## src/rtl/count_event_monitor.sv

```systemverilog
// Watches a free-running counter and queues timestamped LIMIT_HIT / SEQ_ERR records for a valid/ready consumer.
// Optional stop-on-limit behaviour is enabled by defining COUNT_EVENT_MONITOR_STOP_EN.
module count_event_monitor #(
  parameter int WIDTH    = 4,
  parameter int LIMIT    = 10,
  parameter int TS_WIDTH = 16,
  parameter int DEPTH    = 4
) (
  input  logic                         clk,
  input  logic                         rst,
  input  logic [WIDTH-1:0]             count,
  output logic                         evt_valid,
  input  logic                         evt_ready,
  output logic [2+WIDTH+TS_WIDTH-1:0]  evt_data,
  output logic                         overflow,
  output logic [7:0]                   drop_cnt,
  output logic                         halt
);
  localparam int REC_W = 2 + WIDTH + TS_WIDTH;
  localparam int AW    = (DEPTH > 1) ? $clog2(DEPTH) : 1;
  localparam logic [WIDTH-1:0] LIM  = WIDTH'(LIMIT);
  localparam logic [AW:0]      FULL = (AW+1)'(DEPTH);

  logic [TS_WIDTH-1:0] ts_q, ts_d;
  logic                armed_q, armed_d;
  logic [WIDTH-1:0]    prev_q, prev_d;
  logic [AW-1:0]       wr_q, wr_d, rd_q, rd_d;
  logic [AW:0]         cnt_q, cnt_d;
  logic                ovf_q, ovf_d;
  logic [7:0]          drop_q, drop_d;
  logic [REC_W-1:0]    mem_q [DEPTH];

  logic             limit_hit, seq_err, push_req, push_ok, pop, full, drop;
  logic [REC_W-1:0] rec;
  logic             halt_q;

  always_comb begin
    limit_hit = (count == LIM);
    seq_err   = armed_q && (count != WIDTH'(prev_q + 1'b1));
    rec       = {seq_err, limit_hit, count, ts_q};
    push_req  = (limit_hit | seq_err) & ~halt_q;
    pop       = evt_valid & evt_ready;
    full      = (cnt_q == FULL);
    // A pop frees the slot in the same edge, so a full FIFO can still accept.
    push_ok   = push_req & (~full | pop);
    drop      = push_req & full & ~pop;

    ts_d    = ts_q + 1'b1;
    armed_d = 1'b1;
    prev_d  = count;
    wr_d    = push_ok ? AW'(wr_q + 1'b1) : wr_q;
    rd_d    = pop ? AW'(rd_q + 1'b1) : rd_q;
    cnt_d   = cnt_q;
    unique case ({push_ok, pop})
      2'b10:   cnt_d = cnt_q + 1'b1;
      2'b01:   cnt_d = cnt_q - 1'b1;
      default: cnt_d = cnt_q;
    endcase
    ovf_d  = ovf_q | drop;
    drop_d = (drop && drop_q != 8'hFF) ? drop_q + 8'd1 : drop_q;
  end

  always_ff @(posedge clk) begin
    if (rst) begin
      ts_q    <= '0;
      armed_q <= 1'b0;
      prev_q  <= '0;
      wr_q    <= '0;
      rd_q    <= '0;
      cnt_q   <= '0;
      ovf_q   <= 1'b0;
      drop_q  <= '0;
    end else begin
      ts_q    <= ts_d;
      armed_q <= armed_d;
      prev_q  <= prev_d;
      wr_q    <= wr_d;
      rd_q    <= rd_d;
      cnt_q   <= cnt_d;
      ovf_q   <= ovf_d;
      drop_q  <= drop_d;
    end
  end

  // Storage needs no reset: entries are only visible while cnt_q covers them.
  always_ff @(posedge clk) begin
    if (!rst && push_ok) mem_q[wr_q] <= rec;
  end

`ifdef COUNT_EVENT_MONITOR_STOP_EN
  logic halt_d;
  always_comb halt_d = halt_q | (push_ok & limit_hit);
  always_ff @(posedge clk) begin
    if (rst) halt_q <= 1'b0;
    else     halt_q <= halt_d;
  end
`else
  assign halt_q = 1'b0;
`endif

  assign evt_valid = (cnt_q != '0);
  assign evt_data  = evt_valid ? mem_q[rd_q] : '0;
  assign overflow  = ovf_q;
  assign drop_cnt  = drop_q;
  assign halt      = halt_q;
endmodule
```

## config.mk

```make
export PLATFORM = sky130hd
export DESIGN_NAME = count_event_monitor
export DESIGN_NICKNAME = d
export VERILOG_FILES = /design/src/rtl/count_event_monitor.sv
export SDC_FILE = /design/constraint.sdc
export NUM_CORES = 1
export LEC_CHECK = 0
export ABC_AREA = 1
export BUFFER_PORTS_ARGS = -buffer_cell sky130_fd_sc_hd__buf_4
export CAP_MARGIN = 40
export CORE_AREA = 3 3 120 122
export CTS_CLUSTER_DIAMETER = 50
export DETAILED_ROUTE_END_ITERATION = 8
export DIE_AREA = 0 0 123 125
export SYNTH_ARGS = -nofsm -noshare
export SYNTH_HDL_FRONTEND = slang
export SYNTH_SLANG_ARGS = --single-unit
export TNS_END_PERCENT = 20
```

## constraint.sdc

```tcl
create_clock -name clk -period 3.8 [get_ports clk]
set_clock_uncertainty 0.15 [all_clocks]
set_input_delay 0.76 -clock clk [delete_from_list [all_inputs] [get_ports clk]]
set_output_delay 0.76 -clock clk [all_outputs]
set_load 0.005 [all_outputs]
```

# Yosys cells after proc, flatten, opt, wreduce, memory -nomap -nowiden
# Memory sizes are Yosys's and may differ from the RTL's. A register that Yosys moved wholly into a read port is not among the register bits.
# Index checks and enable logic that the tools add are counted.
[totals]
ff_bits = 37
mem_bits_rw = 88
output_inout_bits = 33
wordCells = 44
memories = 1
[op_classes]
addsub = 7
eq_ne = 6
mux = 7
n_bitwise = 9
n_reduce_logical = 6
[mem_list]
columns = ["name", "depth", "width", "read_ports", "rd_clocked_by_memory_dff", "write_ports", "line_no", "rtl"]
rows = [
  ["mem_q", 4, 22, 1, 1, 1, "31", "logic [REC_W-1:0] mem_q [DEPTH];"],
]
[ops]
columns = ["cell", "count"]
rows = [
  ["$mux 22", 1],
  ["$add 16x1->16 const B", 1],
  ["$add 8x1->8 const B", 1],
  ["$ne 8x8->1 const B", 1],
  ["$pmux 3 s2", 1],
  ["$add 2x1->2 const B", 2],
  ["$add 4x1->4 const B", 1],
  ["$and 1x1->1", 4],
  ["$eq 4x4->1 const B", 1],
  ["$mux 2", 2],
  ["$ne 4x4->1", 1],
  ["$add 3x1->3 const B", 1],
  ["$eq 3x3->1 const B", 1],
  ["$logic_and 1x1->1", 3],
  ["$mux 1", 3],
  ["$or 1x1->1", 3],
  ["$reduce_bool 3->1", 1],
  ["$sub 3x1->3 const B", 1],
  ["$eq 2x1->1 const B", 1],
  ["$eq 2x2->1 const B", 1],
  ["$not 1->1", 2],
  ["$reduce_bool 2->1", 1],
  ["$logic_not 1->1", 1],
]

# Logic depth before layout (Yosys ltp)
[depth]
word_depth = 8
depth_mapped = 17

# Worst setup path after synthesis
# Ideal clock, no wire load.
[synth_path]
kind = "in2reg"
startpoint = "input count[3]"
endpoint = "memory mem_q[0][0] (netlist name) (enable)"
setup_time_ns = 0.401
arrival_ns = 2.409
setup_slack_ns = 0.840
cell_stages = 13
cell_sequence = "inv_1 -> nand2_1 -> nand2_1 -> nand2_1 -> nand2_1 -> inv_2 -> nand2_2 -> nand2_4 -> nand2_8 -> nand2_4 -> inv_2 -> nand2_2 -> nor2_1"
[synth_between]
elab_chain_len = 7
elab_cells_between_ends = 8
cone_classes = "eq/ne (2); mux (2); bitwise (2); reduce/logical (2)"
[synth_rtl]
columns = ["item", "line_no", "rtl"]
rows = [
  ["from (decl)", "11", "input logic [WIDTH-1:0] count,"],
  ["$ne 4x4->1", "39", "seq_err = armed_q && (count != WIDTH'(prev_q + 1'b1));"],
  ["$logic_and 1x1->1", "39", ""],
  ["$or 1x1->1 (*)", "41", "push_req = (limit_hit | seq_err) & ~halt_q;"],
  ["$and 1x1->1 (*)", "45", "push_ok = push_req & (~full | pop);"],
  ["$logic_and 1x1->1 (*)", "87", "if (!rst && push_ok) mem_q[wr_q] <= rec;"],
  ["$mux 1 (*)", "87", ""],
  ["$mux 1 (not written as such) (*)", "87", ""],
  ["to (decl)", "31", ""],
]
# Every way passes the cells marked *; elsewhere a longest branch is shown, timed or not.

==> results.txt <==
HP Class - reg -> reg
Max stage delay on crit path - 500 ps
port bufs - 38
post-synthesis cell type count - 33
async set or reset register ratio after synthesis - 0%
initial antenna violation count - 0
Cells after Synth - 517
Yosys warnings - 0
minimum clock period - 2920 ps
# fillers - 1176
Synth Area in Compound Gates - 10.1%
clock-pin slew on the worst setup and hold paths - 60 ps
CTS resizes - 0
layout cells sized above 1 - 20.5%
total wire length - 10.9 mm
Initial Utilization - 40.2%
cell area after synthesis - 5350 um2
Multi-input gate area - 1680 um2
Die Y - 125 um
post-route cell area - 6510 um2
CP Capture Type - output port
Final Util - 49.0%
Peak supply drop - 0.260 mV
CP Max Fanout - 44
R2R Setup Slk - 1120 ps
CP bufs+invs - 3
syn_area_per_cell - 10.3 um2
crit-path cells - buf_4 -> inv_2 -> o21ai_0 -> a21oi_1 -> buf_4
portion of netlist area occupied by mux cells - 0%
fin crit share - 76.7%
Design Power - 4240 uW
Setup Viol. Count Final - 0
gr usage total - 15.3%
status - complete, no violations
largest net degree at the start of global routing - 45
routability cong. - 0.788
DR pass1 iterations - 4
H-tree Lvls - 4
fin cells - 753
syn nets - 533
DIE WIDTH - 123 um
max_slew headroom - 44.4%
slowest CP cell - inv_2
area grow syn2layout - 21.7%
number of global-route vias before repair - 3544
Tightest Pin Transition - 833 ps
fmax - 343 MHz
most common cell after layout, fill and taps aside - nor2_1
ANT cells - 0
xor-xnor portion of the synthesized cell area - 1.31%
Post-CTS Hold Buffers - 0
Synth Area in Adders - 2.25%
RSZ-0062 raised after global routing - no
predominant post-synthesis flop cell - edfxtp_1
register area share after synthesis - 64.0%
Longest Clk Path Bufs - 2
gr ovfl total - 0
DP Wirelength - 6.85 mm
global-route wire length before repair - 18.1 mm
Max-Cap Viols - 0
via/cell ratio - 4.77
Post-synth EDFFs - 88
DRT iter0 DRCs - 184
TNS Setup - 0 ps
Antenna Nets Post-Route - 0
Post-Synth Simple-Gate Area - 17.5%
Clk Latency, worst-skew pair - 410 ps
Site Rows - 42
Cell Area, Placed - 5870 um2
Pins Over Slew Limit - 0
nets@finish - 580
clk sinks - 127
die area - 15400 um2
critical path data arrival time - 2010 ps
crit path launch type - flop
FF+latch count, synth - 127
Root Driver - clkbuf_16
cell family with most CP delay - buffers and inverters
DRC - 0
main combinational cell family by area after synthesis - simple AND/OR/NAND/NOR gates
Pwr per Cell Area - 650 nW/um2
Post-CTS Setup Bufs - 0
LEAKAGE - 0.00249 uW
kind of critical path - reg -> out
most frequent cells in the layout - nor2_1, edfxtp_1, o21ai_0, buf_4, dfxtp_1
final hold vios - 0
Placed Cells - 721
drt wl/cell - 14.4 um
top-level I/O count - 40
CP required - 2890 ps
Num CTS Buffers - 17
cell mode on critical path - buf_4
Sequential Area - 3420 um2
Vias - 3595
CTS tree - built
Placeable Area - 13300 um2
==> tightest hold or removal path, stage by stage (launching register included) <==
cell and delay, ps:
dfxtp_1 300, inv_1 60, a21oi_1 70
==> path summary, 6_finish.rpt <==
| kind | from | to | cells past startpoint |
|---|---|---|---|
| max | flop | evt_data[13] | 5 |
| min | rd_q[1] | flop | 2 |
| max reg2reg | prev_q[0] | cnt_q[2] | 15 |
| min reg2reg | rd_q[1] | flop | 2 |
==> Yosys cell counts, drive strengths merged (4+ instances only) <==
cell	count	area share, %
a21oi	45	4.7
buf	7	0.70
clkbuf	12	0.84
dfxtp	39	15
edfxtp	88	49
ha	8	1.9
inv	45	3.2
nand2	46	4.3
nand3	13	1.5
nand4	9	1.2
nor2	128	9.4
nor3	8	1.1
o21ai	56	5.2
xnor2	4	0.65
xor2	4	0.65
==> stage by stage <==
stage / setup WS, ps / hold slack, ps
finish: 884 / 327
global route: 704 / 352
CTS: 806 / 328
detailed placement: 821 / 315
global placement: 936 / 305
floorplan: 840 / 292
==> layout make-up <==
cell class	count	share of cell area, %
Multi-Input combinational cell	325	25.8
Clock inverter	15	3.32
Timing Repair Buffer	47	5.73
Sequential cell	127	52.6
Tap cell	176	3.38
Inverter	46	2.65
Clock buffer	17	6.53
==> per-layer routing <==
metal | vias up | GRT usage [%] | wire (um) | part of all wire [%]
li1 | 1837 | - | - | -
met1 | 1684 | 19.0 | 4800 | 44
met2 | 70 | 25.1 | 5400 | 50
met3 | 4 | 4.92 | 598 | 5.5
met4 | 0 | 5.21 | 72 | 0.66
met5 | - | 0 | 0 | 0
==> power by group <==
part / internal (uW) / leakage, uW / switching, uW
clock: 1160 / 0.000306 / 569
sequential: 1550 / 0.00115 / 31.8
combinational: 388 / 0.00103 / 540
total: 3090 / 0.00249 / 1140
==> cell families after synthesis <==
logic type                 count (synthesis)
xor gates and xnor gates                   8
buffers and inverters                     65
other                                      1
and+or+nand+nor                          205
AOI/OAI and AO/OA                        102
DFF                                      127
adders and majority gates                  9
==> registers in the layout (all words and copies together) (netlist names), named ones only <==
name / count
prev_q: 4
armed_q: 1
cnt_q: 3
mem_q: 88
wr_q: 2
drop_cnt: 8
rd_q: 2
overflow: 1
ts_q: 16
(Power assumes the default switching activity.)
